## src/rtl/lsu_request_engine.sv

```systemverilog
// Consumer end of the load-store request FIFO: pops one request, checks alignment,
// drives a req/gnt + rvalid memory port and returns one response per request, in order.
module lsu_request_engine #(
  parameter int unsigned ADDR_WIDTH = 32,
  parameter int unsigned DATA_WIDTH = 32,
  parameter int unsigned REQ_WIDTH  = 1 + ADDR_WIDTH + DATA_WIDTH,
  parameter int unsigned TIMEOUT    = 16,
  parameter int unsigned CNT_WIDTH  = 16
) (
  input  logic                  clk,
  input  logic                  rst,
  input  logic                  fifo_empty,
  input  logic [REQ_WIDTH-1:0]  fifo_rd_data,
  output logic                  fifo_rd_en,
  output logic                  mem_req,
  output logic                  mem_we,
  output logic [ADDR_WIDTH-1:0] mem_addr,
  output logic [DATA_WIDTH-1:0] mem_wdata,
  input  logic                  mem_gnt,
  input  logic                  mem_rvalid,
  input  logic [DATA_WIDTH-1:0] mem_rdata,
  output logic                  rsp_valid,
  input  logic                  rsp_ready,
  output logic                  rsp_is_wr,
  output logic [DATA_WIDTH-1:0] rsp_data,
  output logic                  rsp_err,
  output logic                  busy,
  output logic [CNT_WIDTH-1:0]  txn_count
);

  localparam int unsigned TmoW = $clog2(TIMEOUT) + 1;

  typedef enum logic [1:0] {StIdle, StIssue, StWait, StResp} state_e;

  state_e                state_q, state_d;
  logic                  wr_q, wr_d;
  logic [ADDR_WIDTH-1:0] addr_q, addr_d;
  logic [DATA_WIDTH-1:0] wdata_q, wdata_d;
  logic                  rsp_is_wr_q, rsp_is_wr_d;
  logic [DATA_WIDTH-1:0] rsp_data_q, rsp_data_d;
  logic                  rsp_err_q, rsp_err_d;
  logic [TmoW-1:0]       tmo_q, tmo_d;
  logic [CNT_WIDTH-1:0]  txn_q, txn_d;
  logic                  tmo_expire;

  // The counter is cleared on grant, so its next value hits TIMEOUT-1 on the last WAIT cycle.
  assign tmo_expire = (tmo_q == TmoW'(TIMEOUT - 2));

  always_comb begin
    state_d     = state_q;
    wr_d        = wr_q;
    addr_d      = addr_q;
    wdata_d     = wdata_q;
    rsp_is_wr_d = rsp_is_wr_q;
    rsp_data_d  = rsp_data_q;
    rsp_err_d   = rsp_err_q;
    tmo_d       = tmo_q;
    txn_d       = txn_q;
    unique case (state_q)
      StIdle: begin
        if (!fifo_empty) begin
          wr_d        = fifo_rd_data[REQ_WIDTH-1];
          addr_d      = fifo_rd_data[DATA_WIDTH +: ADDR_WIDTH];
          wdata_d     = fifo_rd_data[DATA_WIDTH-1:0];
          rsp_is_wr_d = fifo_rd_data[REQ_WIDTH-1];
          if (fifo_rd_data[DATA_WIDTH +: 2] != 2'b00) begin
            rsp_err_d  = 1'b1;
            rsp_data_d = '0;
            state_d    = StResp;
          end else begin
            state_d = StIssue;
          end
        end
      end
      StIssue: begin
        if (mem_gnt) begin
          tmo_d   = '0;
          state_d = StWait;
        end
      end
      StWait: begin
        tmo_d = tmo_q + TmoW'(1);
        // A completion on the expiry cycle still counts as success.
        if (mem_rvalid) begin
          rsp_err_d  = 1'b0;
          rsp_data_d = wr_q ? '0 : mem_rdata;
          state_d    = StResp;
        end else if (tmo_expire) begin
          rsp_err_d  = 1'b1;
          rsp_data_d = '0;
          state_d    = StResp;
        end
      end
      StResp: begin
        if (rsp_ready) begin
          txn_d   = txn_q + CNT_WIDTH'(1);
          state_d = StIdle;
        end
      end
      default: state_d = StIdle;
    endcase
  end

  always_ff @(posedge clk) begin
    if (rst) begin
      state_q     <= StIdle;
      wr_q        <= 1'b0;
      addr_q      <= '0;
      wdata_q     <= '0;
      rsp_is_wr_q <= 1'b0;
      rsp_data_q  <= '0;
      rsp_err_q   <= 1'b0;
      tmo_q       <= '0;
      txn_q       <= '0;
    end else begin
      state_q     <= state_d;
      wr_q        <= wr_d;
      addr_q      <= addr_d;
      wdata_q     <= wdata_d;
      rsp_is_wr_q <= rsp_is_wr_d;
      rsp_data_q  <= rsp_data_d;
      rsp_err_q   <= rsp_err_d;
      tmo_q       <= tmo_d;
      txn_q       <= txn_d;
    end
  end

  // Show-ahead FIFO: the pop and the latch of its head happen in the same IDLE cycle.
  assign fifo_rd_en = (state_q == StIdle) && !fifo_empty && !rst;
  assign mem_req    = (state_q == StIssue);
  assign mem_we     = wr_q;
  assign mem_addr   = addr_q;
  assign mem_wdata  = wdata_q;
  assign rsp_valid  = (state_q == StResp);
  assign rsp_is_wr  = rsp_is_wr_q;
  assign rsp_data   = rsp_data_q;
  assign rsp_err    = rsp_err_q;
  assign busy       = (state_q != StIdle);
  assign txn_count  = txn_q;

endmodule

```

## config.mk

```make
export PLATFORM = sky130hd
export DESIGN_NAME = lsu_request_engine
export DESIGN_NICKNAME = d
export VERILOG_FILES = /design/src/rtl/lsu_request_engine.sv
export SDC_FILE = /design/constraint.sdc
export NUM_CORES = 1
export LEC_CHECK = 0
export CAP_MARGIN = 20
export CORE_MARGIN = 3
export CORE_UTILIZATION = 37
export DETAILED_ROUTE_END_ITERATION = 16
export HOLD_SLACK_MARGIN = 0.05
export PLACE_DENSITY = 0.83
export SYNTH_ARGS = -nofsm -noshare
export SYNTH_HDL_FRONTEND = slang
export SYNTH_SLANG_ARGS = --single-unit
```

## constraint.sdc

```tcl
create_clock -name clk -period 1.8 [get_ports clk]
set_input_delay 0.36 -clock clk [delete_from_list [all_inputs] [get_ports clk]]
set_output_delay 0.36 -clock clk [all_outputs]
set_load 0.01 [all_outputs]
```

==> flow_summary.ini, run 1 <==
[run_status]
outcome = finished, final reports clean

[sta]
max_slew_margin = 0.584
tightestPinTransition_ns = 0.624
fmax_mhz = 573
finalSetupViolCount = 0
period_share = 0.969
skew_ns = 0.00435
drv_slew = 0
setup_slack_ns = 0.0553
finalHoldViolCount = 0
period_needed_ns = 1.74

[clock_network]
ctsHoldBuffers = 0
cts_buffers = 17
root_buffer = clkbuf_16
insertion_delay_ns = 0.41
cts_buffer_depth = 2
cts_tree = built
clkSinkCount = 121
htreeDepth = 4
clk_pin_slew_ns = 0.05

[detailed_routing]
wl_per_cell_um = 15.8
drtIter0Drc = 402
drc = 0
routed_wl_mm = 15.8
viasPerCell = 5.09
firstDrtPassIters = 5
via_count = 5076
ant_nets = 0

[place]
place_area_um2 = 7320
hpwl_mm = 10.1
place_congestion = 0.823
place_ws_ns = -0.305
port_buffers = 221

[yosys]
synth-edff-count = 0
synthMostInstantiatedCell = nand2_1
syn_area_per_cell_um2 = 8.02
synthTopCellsByArea = dfxtp_1 52%, a21oi_1 12%, nand2_1 11%
ys_ff_latch = 121
synthCells = 583
synth_top_area_cell = dfxtp_1
syn_nets = 694
ys.flop_type = dfxtp_1
synth_top_area_frac = 0.518
yosysSeqAreaShare = 0.518
ys_types = 36
synthTopCellsByCount = 141 x nand2_1, 121 x dfxtp_1, 111 x a21oi_1, 44 x clkbuf_1, 35 x nand4_1
synth_area_um2 = 4680
ys_async_sr_fraction = 0
synth_warnings = 0

[finish]
num_antenna_cells = 0
syn2layout_area_growth_pct = 75.0
final_area_um2 = 8190
multiInputGateArea_um2 = 2140
final_nets = 930
regArea_um2 = 2440
fillers = 970
drive_gt1_frac = 0.125

[worst_setup_path]
crit_required_ns = 1.44
cp_max_fo = 3
path_class = reg -> out
cp_num_buf_inv = 2
path_cells = buf_4 > clkdlybuf4s50_1
worst_ep_arrival_time_ns = 1.38
cp-end-kind = output pin
r2r_slack_ns = 0.11
max_stage_delay_ns = 0.53
crit_path_start_kind = register
crit_slowest_cell = clkdlybuf4s50_1
crit_family = buffers and inverters

[pwr]
finalPower_uw = 10300
vdd_drop_max_mv = 1.01
leakagePower_uw = 0.00303
power.density_nw_per_um2 = 1260

[grt]
grt_max_degree = 122
grt_pass1_vias = 4874
grt_util_all_layers = 0.212
grt_pass1_wl_mm = 24.3
antenna_found_initial = 0
grt-ovfl-total = 0

[floorplan]
die_w_um = 118
core_area_um2 = 12200
initial_utilization = 0.385
rows = 40
dieArea_um2 = 14000
pin_count = 222
die_h_um = 118

[flow_run]
cap_viol_max_count = 0

[hold_path]
min_path_type = reg -> reg
metal layers:
| metal | GRT usage | wire [um] | vias to the layer above |
|---|---|---|---|
| met2 | 0.345 | 7610 | 214 |
| met4 | 0.0999 | 437 | 0 |
| met1 | 0.248 | 6390 | 2351 |
| li1 | - | - | 2475 |
| met5 | 0 | 0 | - |
| met3 | 0.0785 | 1350 | 36 |
area by class of cell:
| type | count | area share |
|---|---|---|
| clock buffer | 22 | 0.0591 |
| clock inverter | 8 | 0.0232 |
| inverter | 8 | 0.00367 |
| sequential | 121 | 0.297 |
| tap | 168 | 0.0257 |
| timing repair buffer | 265 | 0.330 |
| multi-input combinational | 406 | 0.261 |
path summary, 6_finish.rpt:
kind	to	depth (start not counted)	from
setup / recovery	txn_count[2]	2	txn_count[2]$_SDFFE_PP0P_
hold / removal	mem_addr[0]$_SDFFE_PP0N_	2	mem_addr[0]$_SDFFE_PP0N_
setup reg to reg	rsp_data[13]$_SDFFE_PP0P_	9	state_q[0]$_SDFFE_PP0P_
hold reg to reg	mem_addr[0]$_SDFFE_PP0N_	2	mem_addr[0]$_SDFFE_PP0N_
power breakdown:
group          leakage, uW  internal (uW)  switching, uW
logic              0.00171           1590           1600
clock network     0.000332           2720           1150
registers         0.000989           3040            203
total              0.00303           7350           2960
worst register-to-register path, stage by stage, from the launching register on:
cell and delay, ns:
dfxtp_4 0.37, inv_2 0.05, ha_4 0.17, buf_4 0.13, buf_4 0.13, o22ai_4 0.18, buf_12 0.15, clkbuf_16 0.15
nand4_1 0.10, a21oi_1 0.17
repair_timing:
item                       CTS  global route
gates resized for setup     17            21
setup buffers                0             3
pin swaps                    0             2
cloned                       0             4
setup endpoints to repair   37            50
registers in the layout, summed over array words and instances (netlist names):
signal,flops
state_q,2
rsp_data,32
mem_addr,32
txn_count,16
mem_wdata,32
rsp_is_wr,1
rsp_err,1
tmo_q,5
cells in the final DEF (no fill, tap or decap), types with 2 or more instances in the layout:
cell type and instances:
nand2_1 141, dfxtp_2 8, buf_4 32, dfxtp_1 112, clkbuf_8 4, clkdlybuf4s50_1 211, bufinv_16 6, ha_1 5
clkinv_2 2, nor4_1 3, dlymetal6s2s_1 5, xor2_1 3, nand3_1 8, buf_2 2, buf_6 2, or3_1 4
inv_1 5, o21ai_1 10, clkbuf_16 20, ha_4 2, nor2_4 2, buf_12 8, a21oi_1 110, nor2_1 14
o21ai_0 30, and2_1 2, nor3_1 9, nand4_1 35, xnor2_1 7, inv_2 3
cell families (layout without fill, tap and decap cells):
| kind of cell | Yosys count | after routing | synth area share |
|---|---|---|---|
| compound gates | 159 | 159 | 0.176 |
| xor+xnor | 10 | 10 | 0.0187 |
| fa+ha+maj | 8 | 8 | 0.0214 |
| buf+inv | 56 | 303 | 0.0460 |
| flops | 121 | 121 | 0.518 |
| simple gates | 229 | 229 | 0.220 |
metrics by stage:
step	util	setup TNS, ns	hold slack (ns)	instances
final	0.673	0	0.449	998
after global routing	0.673	-0.00518	0.466	998
after CTS	0.658	-0.00289	0.452	991
after detailed placement	0.602	-7.91	0.446	961
after global placement	0.602	-6.34	0.441	961
after floorplan	-	-0.857	0.453	583
(Power assumes the default switching activity.)
==> run 2: changes to the inputs <==
--- a/config.mk
+++ b/config.mk
@@ -6,7 +6,6 @@
 export NUM_CORES = 1
 export LEC_CHECK = 0
 export CAP_MARGIN = 20
-export CORE_MARGIN = 3
 export CORE_UTILIZATION = 37
 export DETAILED_ROUTE_END_ITERATION = 16
 export HOLD_SLACK_MARGIN = 0.05
==> flow_summary.ini, run 2 (synthesis results as in run 1) <==
[finish]
stdcell_count = 994
final_cell_mix = 212 x clkdlybuf4s50_1, 141 x nand2_1, 115 x dfxtp_1
drive_gt1_frac = 0.119
fillers = 1008
num_antenna_cells = 0
final_nets = 924
syn2layout_area_growth_pct = 71.4
final_common_cell = clkdlybuf4s50_1
fin_util = 0.659
regArea_um2 = 2430
multiInputGateArea_um2 = 2140

[run_status]
outcome = finished, final reports clean

[pwr]
leakagePower_uw = 0.00291
power.density_nw_per_um2 = 1200
p_sw_frac = 0.302
vdd_drop_max_mv = 0.672
clkPwrFrac = 0.358
p_int_uw = 6730
power_frac_comb = 0.308
p_sw_uw = 2910
p_seq_frac = 0.333

[floorplan]
core_area_um2 = 12200
die_w_um = 114
pin_count = 222
rows = 40
die_h_um = 114
initial_utilization = 0.385
dieArea_um2 = 13100

[sta]
period_share = 0.997
fmax_mhz = 557
max_slew_margin = 0.638
rsz0062_at_grt = true
finalHoldViolCount = 0
period_needed_ns = 1.80
drv_slew = 0
finalSetupTns_ns = 0
finalSetupViolCount = 0
tightestPinTransition_ns = 0.543
skew_ns = 0.00661

[clock_network]
cts_buffer_depth = 2
cts_buffers = 17
clkSinkCount = 121
ctsHoldBuffers = 0
cts_tree = built
insertion_delay_ns = 0.40
htreeDepth = 4
clk_pin_slew_ns = 0.05
root_buffer = clkbuf_16

[place]
dp.cells = 960
place_congestion = 0.820
port_buffers = 221
hpwl_mm = 9.52

[worst_setup_path]
worst_ep_arrival_time_ns = 2.13
path_class = reg -> reg
cp-end-kind = register
crit_path_start_kind = register
crit_required_ns = 2.14
cp_max_fo = 3

[flow_run]
cap_viol_max_count = 0

[grt]
grt_pass1_wl_mm = 22.4
grt-ovfl-total = 0
grt_max_degree = 122
grt_util_all_layers = 0.218
grt_pass1_vias = 4694
antenna_found_initial = 0

[detailed_routing]
routed_wl_mm = 14.3
drc = 0
via_count = 5016
viasPerCell = 5.05
drtIter0Drc = 358
firstDrtPassIters = 6
wl_per_cell_um = 14.4
ant_nets = 0

[hold_path]
min_path_type = reg -> reg
==> run 2: cell types whose count changed in the layout (fill, tap and decap cells not counted), moves of 3 or more <==
cell / change
bufinv_16: -3
clkinvlp_4: +5
buf_4: -4
dfxtp_1: +3
==> run 2: path summary, 6_finish.rpt <==
path,start,to,slack [ns],cells past startpoint
worst max register to register,state_q[0]$_SDFFE_PP0P_,txn_count[15]$_SDFFE_PP0P_,0.005,6
worst max-delay path,state_q[0]$_SDFFE_PP0P_,txn_count[15]$_SDFFE_PP0P_,0.005,6
worst min register to register,mem_addr[9]$_SDFFE_PP0N_,mem_addr[9]$_SDFFE_PP0N_,0.45,2
worst min-delay path,mem_addr[9]$_SDFFE_PP0N_,mem_addr[9]$_SDFFE_PP0N_,0.45,2
==> run 2: cell type report <==
type	instances	area share
Clock inverter	11	0.0183
Clock buffer	21	0.0574
Sequential cell	121	0.303
Inverter	8	0.00375
Timing Repair Buffer	259	0.324
Tap cell	168	0.0262
Multi-Input combinational cell	406	0.267
==> run 2: what timing repair did <==
action	4_1_cts	5_1_grt
endpoints found under the setup margin	8	43
resized for setup	17	19
cloned	0	1
pin swaps	1	4
buffers inserted	0	1
==> run 2: layer usage <==
layer  wire, um  track usage  vias up  part of all wire
li1           -            -     2469                 -
met1       5970        0.255     2314              0.42
met2       6690        0.349      195              0.47
met3       1150       0.0752       38             0.080
met4        513        0.123        0             0.036
met5          0            0        -                 0
==> run 2: power by group through the flow <==
| stage | clock network, uW | registers [uW] | logic, uW |
|---|---|---|---|
| global route | 3630 | 3260 | 3230 |
| finish | 3450 | 3210 | 2970 |
| CTS | 3530 | 3210 | 2880 |
| global placement | 0 | 3250 | 2820 |
| detailed placement | 0 | 3270 | 2850 |
| floorplan | 0 | 3420 | 1140 |
==> run 2: through the flow <==
step	power [uW]	instance area [um^2]	hold WS (ns)	setup WS, ns
after floorplan	4560	4710	0.453	-0.0674
after global placement	6070	7320	0.440	-0.222
after detailed placement	6120	7320	0.446	-0.272
after CTS	9620	7940	0.453	-0.0218
after global routing	10100	8020	0.464	-0.0502
final	9640	8020	0.452	0.00497
==> run 2: critical path, cell delays in order (launching register included) <==
cell     delay [ns]
dfxtp_2        0.34
buf_4          0.12
ha_4           0.14
nand3_1        0.08
or4_4          0.44
or4_4          0.49
a21oi_2        0.12
